--- config.mk ---
export PLATFORM = sky130hd
export DESIGN_NAME = ground_scroller_flat
export DESIGN_NICKNAME = d
export VERILOG_FILES = /design/src/rtl/ground_scroller_if.sv /design/src/rtl/ground_scroller.sv /design/src/flat_wrapper.sv
export SDC_FILE = /design/constraint.sdc
export NUM_CORES = 1
export LEC_CHECK = 0
export CAP_MARGIN = 10
export CORE_MARGIN = 5
export CORE_UTILIZATION = 60
export DETAILED_ROUTE_END_ITERATION = 7
export MAX_ROUTING_LAYER = met4
export PLACE_DENSITY = 0.83
export SYNTH_ARGS = -nofsm -noshare
export SYNTH_HDL_FRONTEND = slang
export SYNTH_SLANG_ARGS = --single-unit
--- constraint.sdc ---
create_clock -name clk -period 9.57 [get_ports clk]
set_input_delay 1.4355 -clock clk [delete_from_list [all_inputs] [get_ports clk]]
set_output_delay 1.4355 -clock clk [all_outputs]
set_load 0.1 [all_outputs]
--- src/rtl/ground_scroller_if.sv ---
// Bundle of the ground scroller's pixel-lookup, frame-strobe and pattern-write signals.
// master drives the VGA position, game state and pattern writes; slave is the scroller.
interface ground_scroller_if #(
  parameter int unsigned TILE_W    = 40,
  parameter int unsigned TILE_ROWS = 8
);
  localparam int unsigned PosW = (TILE_W > 1) ? $clog2(TILE_W) : 1;
  localparam int unsigned RowW = (TILE_ROWS > 1) ? $clog2(TILE_ROWS) : 1;

  logic [8:0]        row_addr;
  logic [9:0]        col_addr;
  logic              game_status;
  logic              fresh;
  logic              pat_we;
  logic [RowW-1:0]   pat_row;
  logic [TILE_W-1:0] pat_data;
  logic [PosW-1:0]   ground_position;
  logic [3:0]        speed;
  logic              px;

  modport master (
    output row_addr, col_addr, game_status, fresh, pat_we, pat_row, pat_data,
    input  ground_position, speed, px
  );

  modport slave (
    input  row_addr, col_addr, game_status, fresh, pat_we, pat_row, pat_data,
    output ground_position, speed, px
  );
endinterface

--- src/rtl/ground_scroller.sv ---
// Scrolling tiled ground band with a writable pattern. When GROUND_SPEEDUP_EN is defined
// the scroll speed ramps up every SPEED_STEP_FRAMES frames; otherwise it stays at 1.
module ground_scroller #(
  parameter int unsigned TILE_W            = 40,
  parameter int unsigned TILE_ROWS         = 8,
  parameter int unsigned Y_TOP             = 400,
  parameter int unsigned SPEED_MAX         = 7,
  parameter int unsigned SPEED_STEP_FRAMES = 256,
  parameter logic [TILE_W*TILE_ROWS-1:0] DEFAULT_PATTERN =
    (TILE_W*TILE_ROWS)'({TILE_W{1'b1}}) << (2 * TILE_W)
) (
  input  logic               clk,
  input  logic               N_rst,
  ground_scroller_if.slave   bus
);
  localparam int unsigned PosW = (TILE_W > 1) ? $clog2(TILE_W) : 1;
  localparam int unsigned RowW = (TILE_ROWS > 1) ? $clog2(TILE_ROWS) : 1;

  if (SPEED_MAX < 1 || SPEED_MAX > 15 || SPEED_MAX >= TILE_W || SPEED_STEP_FRAMES < 1)
  begin : g_param_check
    $error("ground_scroller: invalid speed parameters");
  end

  logic              fresh_q;
  logic              fall;
  logic [PosW-1:0]   pos_q, pos_d;
  logic              px_q, px_d;
  logic [3:0]        speed_cur;
  logic [TILE_W-1:0] pat_q [TILE_ROWS];
  logic [31:0]       pos_sum, col_sum, row_off;

  assign fall = fresh_q & ~bus.fresh;

  // Speed never reaches TILE_W, so one subtraction keeps the offset in range.
  always_comb begin
    pos_sum = 32'(pos_q) + 32'(speed_cur);
    pos_d   = pos_q;
    if (fall && bus.game_status) begin
      pos_d = (pos_sum >= TILE_W) ? PosW'(pos_sum - TILE_W) : PosW'(pos_sum);
    end
  end

  always_comb begin
    row_off = 32'(bus.row_addr) - Y_TOP;
    col_sum = (32'(bus.col_addr) + 32'(pos_q)) % TILE_W;
    px_d    = 1'b0;
    if (bus.game_status && (32'(bus.row_addr) >= Y_TOP) && (row_off < TILE_ROWS)) begin
      px_d = pat_q[RowW'(row_off)][PosW'(col_sum)];
    end
  end

  always_ff @(posedge clk) begin
    if (!N_rst) begin
      fresh_q <= 1'b1;
      pos_q   <= '0;
      px_q    <= 1'b0;
      for (int unsigned r = 0; r < TILE_ROWS; r++) begin
        pat_q[r] <= DEFAULT_PATTERN[r*TILE_W +: TILE_W];
      end
    end else begin
      fresh_q <= bus.fresh;
      pos_q   <= pos_d;
      px_q    <= px_d;
      if (bus.pat_we && (32'(bus.pat_row) < TILE_ROWS)) begin
        pat_q[bus.pat_row] <= bus.pat_data;
      end
    end
  end

`ifdef GROUND_SPEEDUP_EN
  localparam int unsigned CntW = (SPEED_STEP_FRAMES > 1) ? $clog2(SPEED_STEP_FRAMES) : 1;

  logic [3:0]      speed_q;
  logic [CntW-1:0] cnt_q;

  always_ff @(posedge clk) begin
    if (!N_rst || !bus.game_status) begin
      speed_q <= 4'd1;
      cnt_q   <= '0;
    end else if (fall) begin
      if (cnt_q == CntW'(SPEED_STEP_FRAMES - 1)) begin
        cnt_q <= '0;
        if (32'(speed_q) < SPEED_MAX) begin
          speed_q <= speed_q + 4'd1;
        end
      end else begin
        cnt_q <= cnt_q + CntW'(1);
      end
    end
  end

  assign speed_cur = speed_q;
`else
  assign speed_cur = 4'd1;
`endif

  assign bus.ground_position = pos_q;
  assign bus.speed           = speed_cur;
  assign bus.px              = px_q;
endmodule

--- src/flat_wrapper.sv ---
// flat-port wrapper written by rule: the top's interface ports become plain ports
module ground_scroller_flat 
#(
  parameter int unsigned TILE_W            = 40,
  parameter int unsigned TILE_ROWS         = 8,
  parameter int unsigned Y_TOP             = 400,
  parameter int unsigned SPEED_MAX         = 7,
  parameter int unsigned SPEED_STEP_FRAMES = 256,
  parameter logic [TILE_W*TILE_ROWS-1:0] DEFAULT_PATTERN =
    (TILE_W*TILE_ROWS)'({TILE_W{1'b1}}) << (2 * TILE_W)
)
  (clk, N_rst, bus_row_addr, bus_col_addr, bus_game_status, bus_fresh, bus_pat_we, bus_pat_row, bus_pat_data, bus_ground_position, bus_speed, bus_px);
  ground_scroller_if #(.TILE_W(TILE_W), .TILE_ROWS(TILE_ROWS)) bus_i ();
  input  logic clk;
  input  logic N_rst;
  input wire logic [$bits(bus_i.row_addr)-1:0] bus_row_addr;
  input wire logic [$bits(bus_i.col_addr)-1:0] bus_col_addr;
  input wire logic [$bits(bus_i.game_status)-1:0] bus_game_status;
  input wire logic [$bits(bus_i.fresh)-1:0] bus_fresh;
  input wire logic [$bits(bus_i.pat_we)-1:0] bus_pat_we;
  input wire logic [$bits(bus_i.pat_row)-1:0] bus_pat_row;
  input wire logic [$bits(bus_i.pat_data)-1:0] bus_pat_data;
  output wire logic [$bits(bus_i.ground_position)-1:0] bus_ground_position;
  output wire logic [$bits(bus_i.speed)-1:0] bus_speed;
  output wire logic [$bits(bus_i.px)-1:0] bus_px;
  assign bus_i.row_addr = bus_row_addr;
  assign bus_i.col_addr = bus_col_addr;
  assign bus_i.game_status = bus_game_status;
  assign bus_i.fresh = bus_fresh;
  assign bus_i.pat_we = bus_pat_we;
  assign bus_i.pat_row = bus_pat_row;
  assign bus_i.pat_data = bus_pat_data;
  assign bus_ground_position = bus_i.ground_position;
  assign bus_speed = bus_i.speed;
  assign bus_px = bus_i.px;
  ground_scroller #(.TILE_W(TILE_W), .TILE_ROWS(TILE_ROWS), .Y_TOP(Y_TOP), .SPEED_MAX(SPEED_MAX), .SPEED_STEP_FRAMES(SPEED_STEP_FRAMES), .DEFAULT_PATTERN(DEFAULT_PATTERN)) u_core (.clk(clk), .N_rst(N_rst), .bus(bus_i));
endmodule
==> out/metrics.cfg <==
[timing]
skew_ns=0.0179
fin_setup_tns_ns=0
maxSlewViolCount=0
hold_slack_ns=0.668
fmax_mhz=153
rsz0062_at_grt=false
fin_crit_ns=6.54
fin_crit_sh_pct=68.3
hold_violations=0
setup_violations=0
max_slew_margin_pct=32.9
worstMarginPinSlew_ns=1.00
fin_ws_ns=3.03

[detailed_routing]
drc=0
first_iter_violations=1052
dr_total_vias=9628
viasPerCell=6.41
detail-route-antenna-nets=0
wl_per_cell_um=25.0
firstDrtPassIters=5
drt-total-wl_um=37500

[clock_tree]
insertion_delay_ns=0.51
cts_hold_buf=0
cts_root_buf=clkbuf_16
cts_sinks=328
ctsResizeCount=0
h-tree-depth=2
numCtsBuffers=34
cts_setup_buffers=0
cts_tree=done
cts_buffer_depth=3
path_clk_slew_ns=0.06

[yosys]
synth_area_leaders=edfxtp_1 (60%), mux4_2 (15%), and2_1 (11%), or3_1 (1.6%), clkbuf_1 (1.2%)
synth_common_cells=edfxtp_1 (320), and2_1 (286), mux4_2 (104), clkbuf_1 (51), or3_1 (40)
syn_area_per_cell_um2=15.0
synth.distinct_cells=67
synth_top_area_share_pct=59.8
synth-seq-area-share_pct=60.8
synth-edff-count=320
async_flop_share_pct=0
yosysTopAreaCell=edfxtp_1
yosysMostFrequentCell=edfxtp_1
ys.flop_type=edfxtp_1
netlist_area_um2=16100
ys_seq_elements=328
synthCells=1073
ys_warn_count=0

[final_layout]
drive_gt1_share_pct=17.6
area_growth_pct=13.5
final_cells=1501
fillers=1756
nets=1214
fin_util_pct=68.5
postLayoutCellArea_um2=18200

[power]
ir_drop_mv=0.170
p_leak_nw=6.23
p_per_area_nw_per_um2=183
p_total_mw=3.34

[place]
gp_congestion=0.887
dp.cells=1441
pre_cts_ws_ns=2.61
dpl_cell_area_um2=17200
dpl.hpwl_um=21600
portBuffers=73

[worst_hold_path]
min_path_type=reg -> reg

[global_routing]
overflow=0
grt_usage_pct=25.8
grt_pass1_wl_um=58100
grt_start_max_net_pins=56
grt_pass1_vias=10100
antenna_found_initial=1

[status]
status=completed

[worst_setup_path]
setup.worst_path.end_class=flop
critPathRequiredTime_ns=9.95
start_kind=input port
critPathMaxFanout=12
arrival_ns=6.92
critPathKind=in -> reg

[floorplan]
die_h_um=174
die_w_um=174
start_util_pct=60.3
ios=78
die-area_um2=30200
core_um2=26700
placementRows=60

[flow_run]
maxCapViolations=0

worst paths after layout:
| kind | cells after the start | end | startpoint | slack, ns |
|---|---|---|---|---|
| worst max register to register | 21 | u_core.bus.px$_SDFF_PN0_ | u_core.bus.ground_position[0]$_SDFFE_PN0P_ | 3.91 |
| worst min-delay path | 2 | u_core.bus.ground_position[4]$_SDFFE_PN0P_ | u_core.bus.ground_position[4]$_SDFFE_PN0P_ | 0.67 |
| worst min register to register | 2 | u_core.bus.ground_position[4]$_SDFFE_PN0P_ | u_core.bus.ground_position[4]$_SDFFE_PN0P_ | 0.67 |
| worst max-delay path | 22 | u_core.bus.px$_SDFF_PN0_ | bus_col_addr[0] | 3.03 |
flip-flops by register name (all words and copies together), names as in the netlist:
register                    count
u_core.bus.px                   1
u_core.pat_q                  320
u_core.fresh_q                  1
u_core.bus.ground_position      6
cell families (layout without fill, tap and decap cells):
group | Yosys count | in the layout | synth area share (%)
compound gates | 98 | 98 | 4.61
xor+xnor | 18 | 18 | 0.981
fa+ha+maj | 11 | 11 | 0.903
buf+inv | 79 | 163 | 2.00
flops | 328 | 328 | 60.8
mux | 109 | 109 | 14.9
other cells | 2 | 5 | 0.0467
simple gates | 428 | 428 | 15.8
layer usage:
metal  part of all wire [%]  global-route usage (%)
met5                      0                       -
met2                     52                    43.9
met3                    7.3                    3.90
met1                     38                    33.4
met4                    1.8                    5.87
cell usage in the layout (no fill, tap or decap), types with 5 or more instances in the layout:
cell,count
clkinv_1,10
a21oi_1,13
clkbuf_1,6
nor2_2,5
inv_1,8
mux4_2,104
nor2_1,22
a211oi_1,6
nand2_1,26
clkinv_2,5
and2_1,286
clkdlybuf4s50_1,71
nand3_1,9
xor2_1,8
ha_1,10
edfxtp_1,320
o21ai_4,6
nor4_1,5
nand2b_1,6
buf_4,25
or3_1,40
xnor2_1,10
dfxtp_1,8
a21o_1,5
o21ai_0,11
nor3_1,6
clkbuf_16,35
worst max-delay path: stages:
cell and delay (ns):
clkdlybuf4s50_1 0.47, ha_1 0.21, inv_1 0.07, fa_1 0.39, nand2b_1 0.19, a21o_1 0.23
a21boi_1 0.37, nor2_1 0.13, nand2_1 0.09, ha_1 0.23, nor2b_1 0.21, a311oi_2 0.15
nor2_1 0.64, a2111oi_0 0.23, a211oi_1 0.34, a21oi_1 0.16, nor4_1 0.47, o21ai_1 0.21
and3_1 0.22, a311o_1 0.31, o21ai_1 0.10, a211oi_2 0.08
final cells by class:
class / count / area [um2] / share of cell area (%)
Clock buffer: 41 / 898 / 4.92
Timing Repair Buffer: 96 / 898 / 4.92
Antenna cell: 1 / 2.50 / 0.0137
Clock inverter: 18 / 131 / 0.720
Sequential cell: 328 / 9770 / 53.5
Inverter: 8 / 30.0 / 0.165
Tap cell: 341 / 427 / 2.34
Multi-Input combinational cell: 668 / 6090 / 33.4
report_power, final:
group,internal (mW),switching [mW]
logic,0.181,0.228
clock network,0.720,0.516
registers,1.66,0.0273
Power figures use the tool's default switching activity.
